File: src/rtl/keypad_timer.sv
// Microwave cook timer: BCD key entry into MM:SS, 1 s countdown,
// pause on door/cancel, one-cycle done pulse on expiry.
//
// Ports:
//   clk, rst         clock, synchronous active-high reset
//   key_bcd, key_dv  encoder digit and active-low valid flag
//   start, cancel    start/resume request, pause/clear request
//   door_open        1 = door open
//   key_en_n         encoder enable, active-low (0 only in IDLE)
//   min_tens..sec_ones  displayed BCD digits (registered)
//   running          1 while counting down
//   done             one-cycle pulse when the count reaches 00:00
module keypad_timer #(
   parameter int unsigned TICK_DIV = 50000000,
   parameter int unsigned PW       = 26
) (
   input  logic       clk,
   input  logic       rst,
   input  logic [3:0] key_bcd,
   input  logic       key_dv,
   input  logic       start,
   input  logic       cancel,
   input  logic       door_open,
   output logic       key_en_n,
   output logic [3:0] min_tens,
   output logic [3:0] min_ones,
   output logic [3:0] sec_tens,
   output logic [3:0] sec_ones,
   output logic       running,
   output logic       done
);

   typedef enum logic [1:0] {
      IDLE  = 2'd0,
      RUN   = 2'd1,
      PAUSE = 2'd2
   } state_t;

   state_t        state_q;
   logic [PW-1:0] pre_q;
   logic [3:0]    mt_q, mo_q, st_q, so_q;
   logic          kdv_q;
   logic          running_q;
   logic          done_q;
   logic          key_en_n_q;

   logic [3:0]    mt_d, mo_d, st_d, so_d;
   logic          press;
   logic          tick;
   logic          nonzero;
   logic          dec_zero;

   // A press is the falling edge of the active-low valid flag with a
   // legal decimal digit; holding the key does not repeat.
   assign press   = kdv_q & ~key_dv & (key_bcd <= 4'd9);
   assign tick    = (pre_q == PW'(TICK_DIV - 1));
   assign nonzero = |{mt_q, mo_q, st_q, so_q};

   // One-second decrement with per-digit borrow. Seconds above 59 are
   // counted down as entered; only an exhausted seconds field reloads 59.
   always_comb begin
      mt_d = mt_q;
      mo_d = mo_q;
      st_d = st_q;
      so_d = so_q;
      if (so_q != 4'd0) begin
         so_d = so_q - 4'd1;
      end else if (st_q != 4'd0) begin
         st_d = st_q - 4'd1;
         so_d = 4'd9;
      end else begin
         st_d = 4'd5;
         so_d = 4'd9;
         if (mo_q != 4'd0) begin
            mo_d = mo_q - 4'd1;
         end else begin
            mt_d = mt_q - 4'd1;
            mo_d = 4'd9;
         end
      end
   end

   assign dec_zero = ~|{mt_d, mo_d, st_d, so_d};

   always_ff @(posedge clk) begin
      if (rst) begin
         state_q    <= IDLE;
         pre_q      <= '0;
         mt_q       <= 4'd0;
         mo_q       <= 4'd0;
         st_q       <= 4'd0;
         so_q       <= 4'd0;
         kdv_q      <= 1'b0;
         running_q  <= 1'b0;
         done_q     <= 1'b0;
         key_en_n_q <= 1'b0;
      end else begin
         kdv_q  <= key_dv;
         done_q <= 1'b0;
         unique case (state_q)
            IDLE: begin
               if (cancel) begin
                  mt_q <= 4'd0;
                  mo_q <= 4'd0;
                  st_q <= 4'd0;
                  so_q <= 4'd0;
               end else if (start && !door_open && nonzero) begin
                  // Any key press in this cycle is dropped.
                  state_q    <= RUN;
                  pre_q      <= '0;
                  running_q  <= 1'b1;
                  key_en_n_q <= 1'b1;
               end else if (press) begin
                  mt_q <= mo_q;
                  mo_q <= st_q;
                  st_q <= so_q;
                  so_q <= key_bcd;
               end
            end
            RUN: begin
               if (cancel || door_open) begin
                  // Prescaler is held so a resume finishes the
                  // partial second; a tick due now is lost.
                  state_q   <= PAUSE;
                  running_q <= 1'b0;
               end else if (tick) begin
                  pre_q <= '0;
                  mt_q  <= mt_d;
                  mo_q  <= mo_d;
                  st_q  <= st_d;
                  so_q  <= so_d;
                  if (dec_zero) begin
                     state_q    <= IDLE;
                     running_q  <= 1'b0;
                     key_en_n_q <= 1'b0;
                     done_q     <= 1'b1;
                  end
               end else begin
                  pre_q <= pre_q + PW'(1);
               end
            end
            PAUSE: begin
               if (cancel) begin
                  state_q    <= IDLE;
                  key_en_n_q <= 1'b0;
                  mt_q       <= 4'd0;
                  mo_q       <= 4'd0;
                  st_q       <= 4'd0;
                  so_q       <= 4'd0;
               end else if (start && !door_open) begin
                  state_q   <= RUN;
                  running_q <= 1'b1;
               end
            end
            default: begin
               state_q    <= IDLE;
               running_q  <= 1'b0;
               key_en_n_q <= 1'b0;
            end
         endcase
      end
   end

   assign key_en_n = key_en_n_q;
   assign min_tens = mt_q;
   assign min_ones = mo_q;
   assign sec_tens = st_q;
   assign sec_ones = so_q;
   assign running  = running_q;
   assign done     = done_q;

endmodule

File: config.mk
export PLATFORM = sky130hd
export DESIGN_NAME = keypad_timer
export DESIGN_NICKNAME = d
export VERILOG_FILES = /design/src/rtl/keypad_timer.sv
export SDC_FILE = /design/constraint.sdc
export NUM_CORES = 1
export LEC_CHECK = 0
export ABC_AREA = 1
export CORE_UTILIZATION = 35
export DETAILED_ROUTE_END_ITERATION = 10
export PLACE_DENSITY = 0.55
export SLEW_MARGIN = 0
export SYNTH_ARGS = -nofsm -noshare
export SYNTH_HDL_FRONTEND = slang
export SYNTH_SLANG_ARGS = --single-unit
File: constraint.sdc
create_clock -name clk -period 2.7 [get_ports clk]
set_input_delay 0.27 -clock clk [delete_from_list [all_inputs] [get_ports clk]]
set_output_delay 0.27 -clock clk [all_outputs]
set_load 0.05 [all_outputs]
## After elaboration in Yosys (flattened, before gate mapping)

Index checks and enable logic that the tools add are counted.
W data, S select, Z words.

- Register bits after elaboration: 48
- Bits of input ports: 10
- Output and inout port bits: 19
- Logic and storage cells: 114

- $add $sub $neg: 5
- $lt $le $gt $ge: 1
- Eq/ne operators: 16
- Mux-type cells: 59
- Bitwise operators: 5
- Reduce and logical (&&, ||, !) cells: 18

Operators with widths:

| operator | count |
|---|---|
| $mux W4 | 30 |
| $mux W26 | 4 |
| $pmux W26 S2 | 1 |
| $pmux W4 S3 | 4 |
| $reduce_or A16 Y1 | 2 |
| $add A26 B1 Y26 const B | 1 |
| $eq A26 B26 Y1 const B | 1 |
| $reduce_and A6 Y1 | 3 |
| $ne A2 B2 Y1 const B | 8 |
| $sub A4 B1 Y4 const B | 4 |
| $ne A3 B3 Y1 const B | 5 |
| $mux W2 | 7 |
| $reduce_bool A4 Y1 | 3 |
| $mux W1 | 10 |
| $pmux W1 S3 | 2 |
| $pmux W2 S3 | 1 |
| $reduce_and A5 Y1 | 1 |
| $le A4 B4 Y1 const B | 1 |
| $reduce_and A4 Y1 | 1 |
| $reduce_or A4 Y1 | 1 |
| $not A1 Y1 | 3 |
| $reduce_bool A3 Y1 | 1 |
| $and A1 B1 Y1 | 2 |
| $eq A2 B1 Y1 const B | 1 |
| 6 further kinds | 7 |

## Logic depth before layout (Yosys ltp)

- Depth in word-level cells: 9
- Gate-level depth with buffers: 16
- Gate-level depth less buffers: 15

## Worst setup path after synthesis

No wires, ideal clock.

- Kind: reg2reg
- Start: register so_q[0], in the netlist sec_ones[0]
- End: register state_q[0]
- Library setup time: 0.115 ns
- Arrival time: 1.971 ns
- Data required time: 2.585 ns
- Setup slack: 0.614 ns
- Stages on the path, launching flop included: 17
- Path buffers: 1
- Period minus slack after synthesis: 2.086 ns
- Path through: dfxtp_1 nor2_1 nand2_2 buf_6 inv_1 nand3_1 nand2_1 inv_1 nand3_1 nor2_1 nand3_1 nand2_1 nand2_1 nand2_2 nand3_1 nand2_1 nor2_1

- Word-level cells in the longest chain between the ends: 5
- Elaborated cells on any way between the ends: 12
- Those cells by class: 1 x add/sub; 2 x eq/ne; 4 x mux; 5 x reduce/logical

RTL lines:

| item | RTL line | text |
|---|---|---|
| start, declared | 41 | `logic [3:0] mt_q, mo_q, st_q, so_q;` |
| start signal, assigned | 117 | `so_q <= key_bcd;` |
| $sub A4 B1 Y4 or $reduce_bool A4 Y1 (tied branches) | 67, 66 |  |
| $mux W4 | 66 | `if (so_q != 4'd0) begin` |
| $reduce_or A16 Y1 | 83 | `assign dec_zero = ~\|{mt_d, mo_d, st_d, so_d};` |
| $ne A3 B3 Y1 (no source line) | - |  |
| $reduce_and A5 Y1 (no source line) * | - |  |
| end signal, assigned | 87 | `state_q <= IDLE;` |
| end signal, assigned | 109 | `state_q <= RUN;` |
| end signal, assigned | 124 | `state_q <= PAUSE;` |
| end, declared | 39 | `state_t state_q;` |

Mark *: on every way between the ends. The rest lies on a longest branch, timed or not.
A chain may end at the register's enable or synchronous reset.

## Final worst setup path

- Start: register so_q[0], in the netlist sec_ones[0]
- End: register pre_q[16]

- Word-level cells in the longest chain between the ends: 4

RTL lines:

| item | RTL line | text |
|---|---|---|
| $reduce_or A16 Y1 | 57 | `assign nonzero = \|{mt_q, mo_q, st_q, so_q};` |
| $logic_and A1 B1 Y1 | 107 | `end else if (start && !door_open && nonzero) begin` |
| $ne A2 B2 Y1 (no source line) | - |  |
| $reduce_and A4 Y1 (no source line) | - |  |
| end signal, assigned | 139 | `pre_q <= pre_q + PW'(1);` |
| end, declared | 40 | `logic [PW-1:0] pre_q;` |

No other way between the ends.

==> impl_metrics.json <==
{
  "setup_violations": 0,
  "clockRootBuffer": "clkbuf_8",
  "r2r_end": "pre_q[16]",
  "dieWidth_microns": 96.3,
  "ys_warn_count": 0,
  "slowest_delay_ns": 0.38,
  "instances_no_fill": 608,
  "synth-main-ff-cell": "dfxtp_1",
  "syn_nets": 488,
  "io_buffers": 28,
  "drive_gt1_share_pct": 11.2,
  "ir_drop_mv": 0.544,
  "die_y_microns": 96.3,
  "final_common_cell": "nand2_1",
  "whs_path_depth": 1,
  "p_switching_mw": 1.72,
  "drc": 0,
  "final_nets": 516,
  "grt_pass1_wl_mm": 13.6,
  "pin_count": 29,
  "r2r_start": "sec_ones[0]",
  "cp_data_arrival_time_ns": 2.55,
  "path_clk_slew_ns": 0.09,
  "p_clk_share_pct": 15.5,
  "critPathTopFamily": "simple AND/OR/NAND/NOR gates",
  "fp-row-count": 34,
  "hp-start": "pre_q[24]",
  "slowest_stage": "dfxtp_1",
  "cts_tree": "done",
  "final_area_sq_um": 3580,
  "ys_ff_latch": 48,
  "core-area_sq_um": 8680,
  "critPathBufInv": 1,
  "grt_max_degree": 18,
  "worstSetupPathType": "reg2reg",
  "worstSetupEndpointType": "register",
  "antenna_found_initial": 0,
  "min_period_ns": 2.32,
  "synthCells": 471,
  "rr_worst_depth": 11,
  "ant_nets": 0,
  "fin_util_pct": 41.3,
  "cts_hold_buf": 0,
  "syn_to_final_growth_pct": 15.2,
  "crit_top_cell": "nand2_2",
  "placed_cell_area_sq_um": 3480,
  "hold_violations": 0,
  "grt_pass1_vias": 2803,
  "die_area_sq_um": 9280,
  "seq_area_sq_um": 961,
  "status": "finished clean",
  "max-clock-path-buffers": 2,
  "whs_endpoint": "pre_q[24]",
  "slew_headroom_pct": 53.1,
  "dp_cells": 600,
  "gp_congestion": 0.853,
  "numClockSinks": 48,
  "cp_max_fo": 15,
  "multiInputGateArea_sq_um": 1790,
  "ys_seq_area_share_pct": 30.9,
  "grt_use_total_pct": 19.0,
  "powerDensity_nw_per_um2": 949,
  "cts_resized": 0,
  "slew_violations": 0,
  "final_cell_mix": "77 x nand2_1, 72 x inv_1, 62 x nor2_1",
  "start_util_pct": 35.9,
  "tns_ns": 0,
  "dr.pass1.iters": 4,
  "postCtsSetupBuffers": 0,
  "synth-edff-count": 0,
  "h-tree-depth": 2,
  "p_comb_share_pct": 57.5,
  "syn-cell-area_sq_um": 3110,
  "fillers": 969,
  "rrSetupSlack_ns": 0.38,
  "intPower_mw": 1.68,
  "timing.final.crit_share_pct": 85.9,
  "skew_ns": 0.0172,
  "drtIter0Drc": 163,
  "wl_per_cell_microns": 13.4,
  "yosysUniqueCellTypes": 40,
  "cp_data_required_time_ns": 2.93,
  "p_sw_share_pct": 50.5,
  "cts_buffers": 5,
  "hold_class": "reg2reg",
  "overflow": 0,
  "grt_setup_unrepaired": "no",
  "wl_mm": 8.15,
  "power_leakage_nw": 1.40,
  "antenna_cells": 0,
  "vias": 3091,
  "max_freq_ghz": 0.431,
  "crit_chain": "nor2_1, nand2_2, nor2_4, nand2_2, o21bai_2, nand2_2, nand2_4, o21ai_1, inv_1, o21ai_0, a21oi_1",
  "insertion_delay_ns": 0.31,
  "start_kind": "register",
  "ys_async_sr_fraction_pct": 0,
  "viasPerCell": 5.08,
  "maxCapViolations": 0,
  "syn_avg_cell_area_sq_um": 6.61,
  "worstMarginPinSlew_ns": 0.701,
  "dp_hpwl_mm": 6.19,
  "pwr-share-seq_pct": 27.0
}
how the worst max path moves through the flow:
| stage | from | endpoint | slack, ns | cells past startpoint |
|---|---|---|---|---|
| floorplan | sec_ones[0] | state_q[0] | 0.61 | 16 |
| global placement | cancel | pre_q[14] | 0.41 | 12 |
| detailed placement | cancel | pre_q[13] | 0.35 | 10 |
| CTS | sec_ones[0] | pre_q[16] | 0.37 | 11 |
| global route | sec_ones[0] | pre_q[16] | 0.12 | 11 |
| finish | sec_ones[0] | pre_q[16] | 0.38 | 11 |
kinds of logic after synthesis:
family	synth area share (%)
AND/OR/NAND/NOR	36.2
XOR/XNOR	1.97
buffers and inverters	11.6
flip-flops	30.9
adder cells (fa/ha/maj)	2.81
AO/OA/AOI/OAI	16.6
state kept, by name, indices dropped and copies added (netlist names):
| name | flops |
|---|---|
| done | 1 |
| kdv_q | 1 |
| key_en_n | 1 |
| min_ones | 4 |
| min_tens | 4 |
| pre_q | 26 |
| running | 1 |
| sec_ones | 4 |
| sec_tens | 4 |
| state_q | 2 |
cell type report:
cell class,count,area share (%)
multi-input combinational,338,50.0
clock buffer,6,2.02
tap,108,3.77
inverter,75,7.99
clock inverter,2,0.977
sequential,48,26.8
timing repair buffer,31,8.45
power by group through the flow:
stage | registers, mW | logic [mW] | clock network [mW]
after CTS | 0.920 | 1.95 | 0.548
after global placement | 0.938 | 1.94 | 0
after detailed placement | 0.934 | 1.94 | 0
after floorplan | 1.17 | 1.32 | 0
final | 0.919 | 1.95 | 0.528
after global routing | 0.936 | 2.15 | 0.574
Yosys cell counts (6+ instances only):
master	n	share of area, %
inv_1	72	8.7
o22ai_1	7	1.4
nor3_1	16	2.6
nor2_2	19	3.8
a21oi_1	26	4.2
nor4_1	6	1.2
nand2_2	6	1.2
dfxtp_1	48	31
xor2_1	7	2.0
ha_1	7	2.8
nand3_1	24	3.9
o21ai_0	25	4.0
o21ai_1	6	0.96
nand4_1	15	3.0
nand2_1	77	9.3
nor2_1	62	7.5
o21ai_2	7	2.0
metal layers:
metal / part of all wire (%) / up-vias / GRT usage [%]
met4: 1.0 / 0 / 5.15
met1: 50 / 1411 / 27.3
met5: 0 / - / 0
met3: 6.1 / 6 / 3.00
li1: - / 1598 / -
met2: 43 / 76 / 29.0
per-stage QoR:
step	power (mW)	hold WS, ns	worst slack, ns
CTS	3.42	0.496	0.369
global route	3.66	0.519	0.121
detailed placement	2.88	0.474	0.347
global placement	2.87	0.468	0.406
floorplan	2.49	0.395	0.614
finish	3.40	0.485	0.381
Note: power is estimated with default switching activity, not from simulation.
